$ cat config.mk
export PLATFORM = sky130hd
export DESIGN_NAME = rails_feeder_flat
export DESIGN_NICKNAME = d
export VERILOG_FILES = /design/src/rtl/rails_feeder_if.sv /design/src/rtl/rails_feeder.sv /design/src/flat_wrapper.sv
export SDC_FILE = /design/constraint.sdc
export NUM_CORES = 1
export LEC_CHECK = 0
export BUFFER_PORTS_ARGS = -buffer_cell sky130_fd_sc_hd__clkbuf_2
export CAP_MARGIN = 20
export CORE_UTILIZATION = 45
export DETAILED_ROUTE_END_ITERATION = 8
export PLACE_DENSITY = 0.64
export REMOVE_ABC_BUFFERS = 1
export SYNTH_ARGS = -nofsm -noshare
export SYNTH_HDL_FRONTEND = slang
export SYNTH_SLANG_ARGS = --single-unit
export TNS_END_PERCENT = 100
$ cat constraint.sdc
create_clock -name clk -period 7.7 [get_ports clk]
set_clock_uncertainty 0.15 [all_clocks]
set_input_delay 2.31 -clock clk [delete_from_list [all_inputs] [get_ports clk]]
set_output_delay 2.31 -clock clk [all_outputs]
set_load 0.1 [all_outputs]
$ cat src/rtl/rails_feeder_if.sv
// Upstream byte stream into the rails feeder: one word moves on a rising
// clock edge where in_valid and in_ready are both high.
interface rails_feeder_if;
  logic       in_valid;
  logic       in_ready;
  logic [7:0] in_data;

  // Producer side: offers words, watches ready.
  modport master (
    output in_valid,
    output in_data,
    input  in_ready
  );

  // Consumer side: the feeder.
  modport slave (
    input  in_valid,
    input  in_data,
    output in_ready
  );
endinterface

$ cat src/rtl/rails_feeder.sv
// rails_feeder: buffers up to two case records from a byte stream in
// ping-pong buffers, replays each one to the rails checker (count cycle,
// then N data cycles), and forwards the checker's verdict tagged with a
// case id. The checker is held in reset whenever no case is being played.
module rails_feeder #(
  parameter int MAXN    = 10,
  parameter int TIMEOUT = 255,
  parameter int TW      = 8
) (
  input  logic                 clk,
  input  logic                 reset,
  rails_feeder_if.slave        stream,
  output logic                 rails_reset,
  output logic [3:0]           number,
  output logic [3:0]           data1,
  output logic [3:0]           data2,
  input  logic                 rails_valid,
  input  logic                 rails_r1,
  input  logic                 rails_r2,
  output logic                 res_valid,
  output logic                 res_r1,
  output logic                 res_r2,
  output logic [7:0]           res_id,
  output logic                 res_timeout,
  output logic [7:0]           err_hdr
);

  localparam logic [0:0] W_HDR  = 1'b0;
  localparam logic [0:0] W_BODY = 1'b1;

  localparam logic [1:0] P_IDLE = 2'd0;
  localparam logic [1:0] P_NUM  = 2'd1;
  localparam logic [1:0] P_DATA = 2'd2;
  localparam logic [1:0] P_WAIT = 2'd3;

  localparam logic [3:0]    MAXN_L    = 4'(MAXN);
  localparam logic [TW-1:0] TIMEOUT_L = TW'(TIMEOUT);

  // Case storage: one word per car, body word is {data2, data1}.
  logic [7:0] mem  [2][MAXN];
  logic [3:0] blen [2];
  logic [1:0] full;

  // Write side state.
  logic [0:0] wstate;
  logic       wptr;
  logic [3:0] wlen;
  logic [3:0] k;

  // Read side state.
  logic [1:0]    rstate;
  logic          rptr;
  logic [3:0]    j;
  logic [TW-1:0] tcnt;
  logic [7:0]    case_cnt;

  logic       accept;
  logic [3:0] hdr_n;
  logic       hdr_ok;
  logic       wr_done;
  logic       rd_free;

  assign stream.in_ready = !full[wptr];

  // Handshake decode and header legality.
  always_comb begin
    accept  = stream.in_valid && stream.in_ready;
    hdr_n   = stream.in_data[3:0];
    hdr_ok  = (hdr_n != 4'd0) && (hdr_n <= MAXN_L);
    wr_done = accept && (wstate == W_BODY) && (k == wlen - 4'd1);
    rd_free = (rstate == P_WAIT) && (rails_valid || (tcnt == TIMEOUT_L));
  end

  // Full flags: the writer only sets an empty buffer and the reader only
  // clears a full one, so both updates never target the same index.
  always_ff @(posedge clk or posedge reset) begin
    if (reset) begin
      full <= '0;
    end else begin
      if (wr_done) full[wptr] <= 1'b1;
      if (rd_free) full[rptr] <= 1'b0;
    end
  end

  // Write FSM: header check, body count, buffer hand-off.
  always_ff @(posedge clk or posedge reset) begin
    if (reset) begin
      wstate  <= W_HDR;
      wptr    <= 1'b0;
      wlen    <= '0;
      k       <= '0;
      blen[0] <= '0;
      blen[1] <= '0;
      err_hdr <= '0;
    end else if (accept) begin
      case (wstate)
        W_HDR: begin
          if (hdr_ok) begin
            wlen       <= hdr_n;
            blen[wptr] <= hdr_n;
            k          <= '0;
            wstate     <= W_BODY;
          end else if (err_hdr != '1) begin
            err_hdr <= err_hdr + 8'd1;
          end
        end
        W_BODY: begin
          if (k == wlen - 4'd1) begin
            wptr   <= ~wptr;
            wstate <= W_HDR;
          end else begin
            k <= k + 4'd1;
          end
        end
        default: wstate <= W_HDR;
      endcase
    end
  end

  // Body word storage; contents are only read once the buffer is marked full.
  always_ff @(posedge clk) begin
    if (accept && (wstate == W_BODY)) mem[wptr][k] <= stream.in_data;
  end

  // Read FSM: outputs are registered together with the state they belong
  // to, so each transition loads the values of the state being entered.
  always_ff @(posedge clk or posedge reset) begin
    if (reset) begin
      rstate      <= P_IDLE;
      rptr        <= 1'b0;
      j           <= '0;
      tcnt        <= '0;
      case_cnt    <= '0;
      rails_reset <= 1'b1;
      number      <= '0;
      data1       <= '0;
      data2       <= '0;
      res_valid   <= 1'b0;
      res_r1      <= 1'b0;
      res_r2      <= 1'b0;
      res_id      <= '0;
      res_timeout <= 1'b0;
    end else begin
      res_valid <= 1'b0;
      case (rstate)
        P_IDLE: begin
          rails_reset <= 1'b1;
          number      <= '0;
          data1       <= '0;
          data2       <= '0;
          if (full[rptr]) begin
            rails_reset <= 1'b0;
            number      <= blen[rptr];
            rstate      <= P_NUM;
          end
        end
        P_NUM: begin
          number <= '0;
          data1  <= mem[rptr][4'd0][3:0];
          data2  <= mem[rptr][4'd0][7:4];
          j      <= '0;
          rstate <= P_DATA;
        end
        P_DATA: begin
          if (j == blen[rptr] - 4'd1) begin
            data1  <= '0;
            data2  <= '0;
            tcnt   <= '0;
            rstate <= P_WAIT;
          end else begin
            data1 <= mem[rptr][j + 4'd1][3:0];
            data2 <= mem[rptr][j + 4'd1][7:4];
            j     <= j + 4'd1;
          end
        end
        P_WAIT: begin
          if (rails_valid) begin
            res_valid   <= 1'b1;
            res_r1      <= rails_r1;
            res_r2      <= rails_r2;
            res_timeout <= 1'b0;
            res_id      <= case_cnt;
            case_cnt    <= case_cnt + 8'd1;
            rptr        <= ~rptr;
            // Next case already queued: go straight to its count cycle
            // without pulsing the checker reset.
            if (full[~rptr]) begin
              number <= blen[~rptr];
              rstate <= P_NUM;
            end else begin
              rails_reset <= 1'b1;
              rstate      <= P_IDLE;
            end
          end else if (tcnt == TIMEOUT_L) begin
            res_valid   <= 1'b1;
            res_r1      <= 1'b0;
            res_r2      <= 1'b0;
            res_timeout <= 1'b1;
            res_id      <= case_cnt;
            case_cnt    <= case_cnt + 8'd1;
            rptr        <= ~rptr;
            rails_reset <= 1'b1;
            rstate      <= P_IDLE;
          end else begin
            tcnt <= tcnt + 1'b1;
          end
        end
        default: begin
          rails_reset <= 1'b1;
          rstate      <= P_IDLE;
        end
      endcase
    end
  end

endmodule

$ cat src/flat_wrapper.sv
// flat-port wrapper written by rule: the top's interface ports become plain ports
module rails_feeder_flat 
#(
  parameter int MAXN    = 10,
  parameter int TIMEOUT = 255,
  parameter int TW      = 8
)
  (clk, reset, rails_reset, number, data1, data2, rails_valid, rails_r1, rails_r2, res_valid, res_r1, res_r2, res_id, res_timeout, err_hdr, stream_in_valid, stream_in_data, stream_in_ready);
  rails_feeder_if stream_i ();
  input  logic clk;
  input  logic reset;
  output logic rails_reset;
  output logic [3:0] number;
  output logic [3:0] data1;
  output logic [3:0] data2;
  input  logic rails_valid;
  input  logic rails_r1;
  input  logic rails_r2;
  output logic res_valid;
  output logic res_r1;
  output logic res_r2;
  output logic [7:0] res_id;
  output logic res_timeout;
  output logic [7:0] err_hdr;
  input wire logic [$bits(stream_i.in_valid)-1:0] stream_in_valid;
  input wire logic [$bits(stream_i.in_data)-1:0] stream_in_data;
  output wire logic [$bits(stream_i.in_ready)-1:0] stream_in_ready;
  assign stream_i.in_valid = stream_in_valid;
  assign stream_i.in_data = stream_in_data;
  assign stream_in_ready = stream_i.in_ready;
  rails_feeder #(.MAXN(MAXN), .TIMEOUT(TIMEOUT), .TW(TW)) u_core (.clk(clk), .reset(reset), .stream(stream_i), .rails_reset(rails_reset), .number(number), .data1(data1), .data2(data2), .rails_valid(rails_valid), .rails_r1(rails_r1), .rails_r2(rails_r2), .res_valid(res_valid), .res_r1(res_r1), .res_r2(res_r2), .res_id(res_id), .res_timeout(res_timeout), .err_hdr(err_hdr));
endmodule
## Word level (Yosys, flattened, before mapping)

Memory sizes are Yosys's and may differ from the RTL's.
Index checks and enable logic that the tools add are counted.

| storage, ports and cells | value |
|---|---|
| input bits | 14 |
| register bits | 76 |
| output and inout bits | 34 |
| memories kept | 1 |
| bits in writable memories | 160 |
| logic and storage cells | 174 |

| cells by class | value |
|---|---|
| add/sub/neg operators | 7 |
| equality and inequality tests | 18 |
| muxes and demuxes | 72 |
| reduce and logical (&&, ||, !) cells | 29 |
| magnitude comparators | 13 |
| bitwise gates (word level) | 12 |

Memory list:

| memory | depth | width | rd ports | clocked after Yosys merged registers in | wr ports | line | source |
|---|---|---|---|---|---|---|---|
| u_core.mem | 2 | 80 | 1 | 0 | 1 | rails_feeder.sv:40 | `logic [7:0] mem [2][MAXN];` |

Operator list:

| operator | number |
|---|---|
| $mux 8 | 10 |
| $mux 80 | 1 |
| $mux 4 | 15 |
| $pmux 4 s3 | 3 |
| $bmux 8 s4 | 1 |
| $demux 8 s4 | 1 |
| $mux 1 | 25 |
| $add 8x1->8 const B | 3 |
| $reduce_and 3->1 | 6 |
| $pmux 4 s2 | 2 |
| $pmux 8 s2 | 1 |
| $mux 2 | 6 |
| $ne 2x2->1 const B | 6 |
| $ge 5x5->1 const B | 2 |
| $not 4->5 | 2 |
| $logic_and 1x1->1 | 9 |
| $add 4x1->4 const B | 2 |
| $bwmux 8 | 1 |
| $eq 4x4->1 | 2 |
| $eq 8x8->1 const B | 1 |
| $ne 8x8->1 const B | 1 |
| $pmux 2 s4 | 1 |
| $reduce_and 4->1 | 2 |
| $reduce_bool 2->1 | 4 |
| 25 further kinds | 44 |

## Logic depth before layout (Yosys ltp)

| logic depth | value |
|---|---|
| word-level depth | 9 |
| gate-level depth with buffers | 13 |
| depth with buffers taken out | 8 |

## Worst setup path before layout

Ideal clock, no wire load.

| path | value |
|---|---|
| path kind | reg-to-output |
| start point | register u_core.wptr |
| end point | output stream_in_ready |
| stages on the path, launching flop included | 2 |
| path buffers | 0 |
| arrival time | 1,994 ps |
| path slack | 3,246 ps |
| path through | dfrtp_1 mux2i_1 |

| between the ends | value |
|---|---|
| longest elaborated chain between the ends | 3 |

Ends and longest elaborated chain:

| what | line | source |
|---|---|---|
| start: declaration | rails_feeder.sv:46 | `logic wptr;` |
| start signal: assignment | rails_feeder.sv:109 | `wptr <= ~wptr;` |
| $mux 1 (not written as such) (2 in a row) | rails_feeder.sv:63 | `assign stream.in_ready = !full[wptr];` |
| $logic_not 1->1 | rails_feeder.sv:63 |  |
| end: declaration | flat_wrapper.sv:27 | `output wire logic [$bits(stream_i.in_ready)-1:0] stream_in_ready;` |

No other way between the ends. The select of a mux whose other input is x is not followed.

## Final worst setup path

Ends and elaborated chain as after synthesis.

==> reports/metrics.csv <==
stage,metric,value,unit
clock_network,clkLatencyLatePin,510,ps
layout,mostFrequentLayoutCell,edfxtp_1,
worst_setup_path,crit_slowest_cell,dfrtp_1,
timing,tightest_slew,1100,ps
power_and_ir_drop,leakage,4.37,nW
clock_network,cts_setup_buffers,0,
synthesis,ys_seq_area_share,65.9,%
die,fp-row-count,54,
detailed_routing,drt_iter0_drc,485,
die,start_util,46.2,%
clock_network,cts_sinks,236,
timing,max_freq,229,MHz
layout,post-route-util,52.3,%
synthesis,synth_warnings,0,
layout,stdcell_area,0.0115,mm2
worst_setup_path,crit_arrival,1910,ps
worst_setup_path,required,5240,ps
placed_design,placed_cell_area,0.0106,mm2
synthesis,synth.ff_latch_count,236,
grt,grt_pass1_wl,33600,um
worst_setup_path,cp-start-kind,register,
placed_design,port_buffers,47,
clock_network,clock_tree.buffer_depth,3,
die,dieArea,0.0232,mm2
detailed_routing,wire_per_inst,19.9,um
worst_setup_path,worstSetupPathType,register to output pin,
power_and_ir_drop,ir_worst_vdd,0.000237,V
grt,grt_max_degree,77,
worst_setup_path,slowest_delay,590,ps
layout,layout_common_cells,"160 x edfxtp_1, 96 x nand2_1, 74 x dfrtp_1, 53 x nor2_1, 47 x clkbuf_2",
timing,post-route-period-util,56.7,%
synthesis,synthesis.instances,713,
placed_design,place.gp.congestion,0.809,
clock_network,cts.clk_slew.worst_paths,60,ps
detailed_routing,ant_nets,0,
clock_network,postCtsHoldBufs,0,
timing,report.final.slew_viol_count,0,
placed_design,hpwl,14000,um
timing,hold_violations,0,
worst_setup_path,cp_cell_sequence,"mux2i_1, clkbuf_2",
layout,diodes,0,
synthesis,synth_edf_count,160,
status,outcome,finished clean,
detailed_routing,finalWirelength,21000,um
detailed_routing,firstDrtPassIters,6,
detailed_routing,viasPerCell,5.71,
grt,grt_usage,18.5,%
die,die_h,152,um
detailed_routing,drc,0,
clock_network,root_buffer,clkbuf_16,
timing,rsz0062_at_grt,no,
layout,syn_to_final_growth,13.0,%
timing,post-route-min-period,4370,ps
die,ioPinCount,48,
synthesis,ys_types,66,
grt,antenna_found_initial,0,
detailed_routing,vias,6042,
layout,fin_nets,791,
die,die_w,152,um
run,drv_cap,0,
die,core_area,0.0220,mm2
timing,tns,0,ps
layout,n_fill_cell,1811,
clock_network,cts_tree,yes,
synthesis,synth_area_per_cell,14.3,um2
clock_network,ctsResizeCount,0,
grt,grt_pass1_vias,6046,
timing,fin_hold_ws,321,ps
layout,final_layout_size_suffix_gt1_share,18.6,%
hold_path,hp-class,register to register,
timing,slew_headroom,26.6,%
grt,grt.overflow.total,0,
worst_setup_path,endpoint_kind,output pin,
clock_network,cts_buffers,25,
power_and_ir_drop,powerDensity,432,mW/mm2
timing,setup_viol,0,
synthesis,synthArstFlopShare,32.2,%
synthesis,netlist_area,0.0102,mm2
synthesis,synthFlopType,edfxtp_1,
clock_network,cts_htree_levels,1,
worst_setup_path,worstPathMaxFanout,12,
==> flip-flops by register name, summed over array words and instances (netlist names), 2 cells and up <==
name and flops:
u_core.blen 8, u_core.case_cnt 8, u_core.data1 4, u_core.data2 4
u_core.err_hdr 8, u_core.full 2, u_core.j 4, u_core.k 4
u_core.mem 160, u_core.number 4, u_core.res_id 8, u_core.rstate 2
u_core.tcnt 8, u_core.wlen 4
==> kinds of logic after synthesis <==
kind of cell,count (synthesis),synth area share [%]
XOR/XNOR,30,2.65
multiplexers,73,11.1
buffers and inverters,43,2.17
flip-flops,236,65.9
AO/OA/AOI/OAI,93,6.30
AND/OR/NAND/NOR,223,10.1
adder cells (fa/ha/maj),15,1.84
==> routing by layer <==
layer / vias to the layer above / global-route usage, % / routed length (um)
met4: 0 / 6.11 / 422
met2: 153 / 30.2 / 10200
met3: 38 / 2.96 / 986
met5: - / 0 / 0
li1: 2770 / - / -
met1: 3081 / 25.7 / 9460
==> stage by stage <==
step,setup slack (ps),std cells,power (W)
floorplan,3070,683,0.00323
global placement,3240,1015,0.00367
detailed placement,3200,1015,0.00373
CTS,3310,1059,0.00499
global route,3260,1059,0.00521
finish,3330,1059,0.00497
==> final timing paths <==
kind | slack (ps) | depth (start not counted) | end | start
max | 3330 | 2 | stream_in_ready | u_core.wptr
min | 320 | 2 | u_core.res_id[5] | u_core.res_id[5]
min in group asynchronous | 1930 | 3 | u_core.res_timeout | reset
max in group asynchronous | 4790 | 3 | u_core.rptr | reset
min reg2reg | 320 | 2 | u_core.res_id[5] | u_core.res_id[5]
max reg2reg | 4060 | 8 | u_core.data1[2] | u_core.j[0]
==> cell usage after synthesis, drive strengths merged, types with 2 or more instances <==
library cell  instances  share of area, %
edfxtp              160                47
nand2                96               3.5
dfrtp                75                18
nor2                 53               2.0
mux2i                30               3.1
mux4                 29               6.4
a21oi                28               1.4
o21ai                18              0.92
nand3                17              0.84
xnor2                17               1.5
clkbuf               16              0.59
ha                   15               1.8
buf                  14               1.1
mux2                 14               1.6
a311oi               13               1.1
inv                  13              0.48
nor2b                13              0.80
xor2                 13               1.1
nand4                 9              0.55
nor3                  9              0.44
a22oi                 4              0.29
and3                  4              0.25
nor4                  4              0.39
o211ai                4              0.34
a2111oi               3              0.26
a22o                  3              0.26
and2                  3              0.18
nand3b                3              0.22
o31ai                 3              0.27
a221o                 2              0.20
a32o                  2              0.20
nand2b                2              0.12
nor3b                 2              0.15
or3                   2              0.12
or4                   2              0.15
==> worst max-delay path: cells and delay by family (launching register included) <==
kind / cells / cell delay [ps]
DFF: 1 / 590
buffers and inverters: 1 / 500
muxes: 1 / 310
==> final cells by class <==
class                      count  area (um2)  share of cell area [%]
tap                          280         350                    3.04
inverter                      13        48.8                   0.424
timing repair buffer          52         273                    2.37
clock buffer                  29         641                    5.57
sequential                   236        6710                    58.3
clock inverter                15         231                    2.01
multi-input combinational    434        3260                    28.3
==> power breakdown <==
part / internal (W) / switching (W) / total (W)
combinational: 0.000660 / 0.00129 / 0.00195
sequential: 0.00155 / 0.000200 / 0.00175
clock: 0.000796 / 0.000474 / 0.00127
Power figures use the tool's default switching activity.
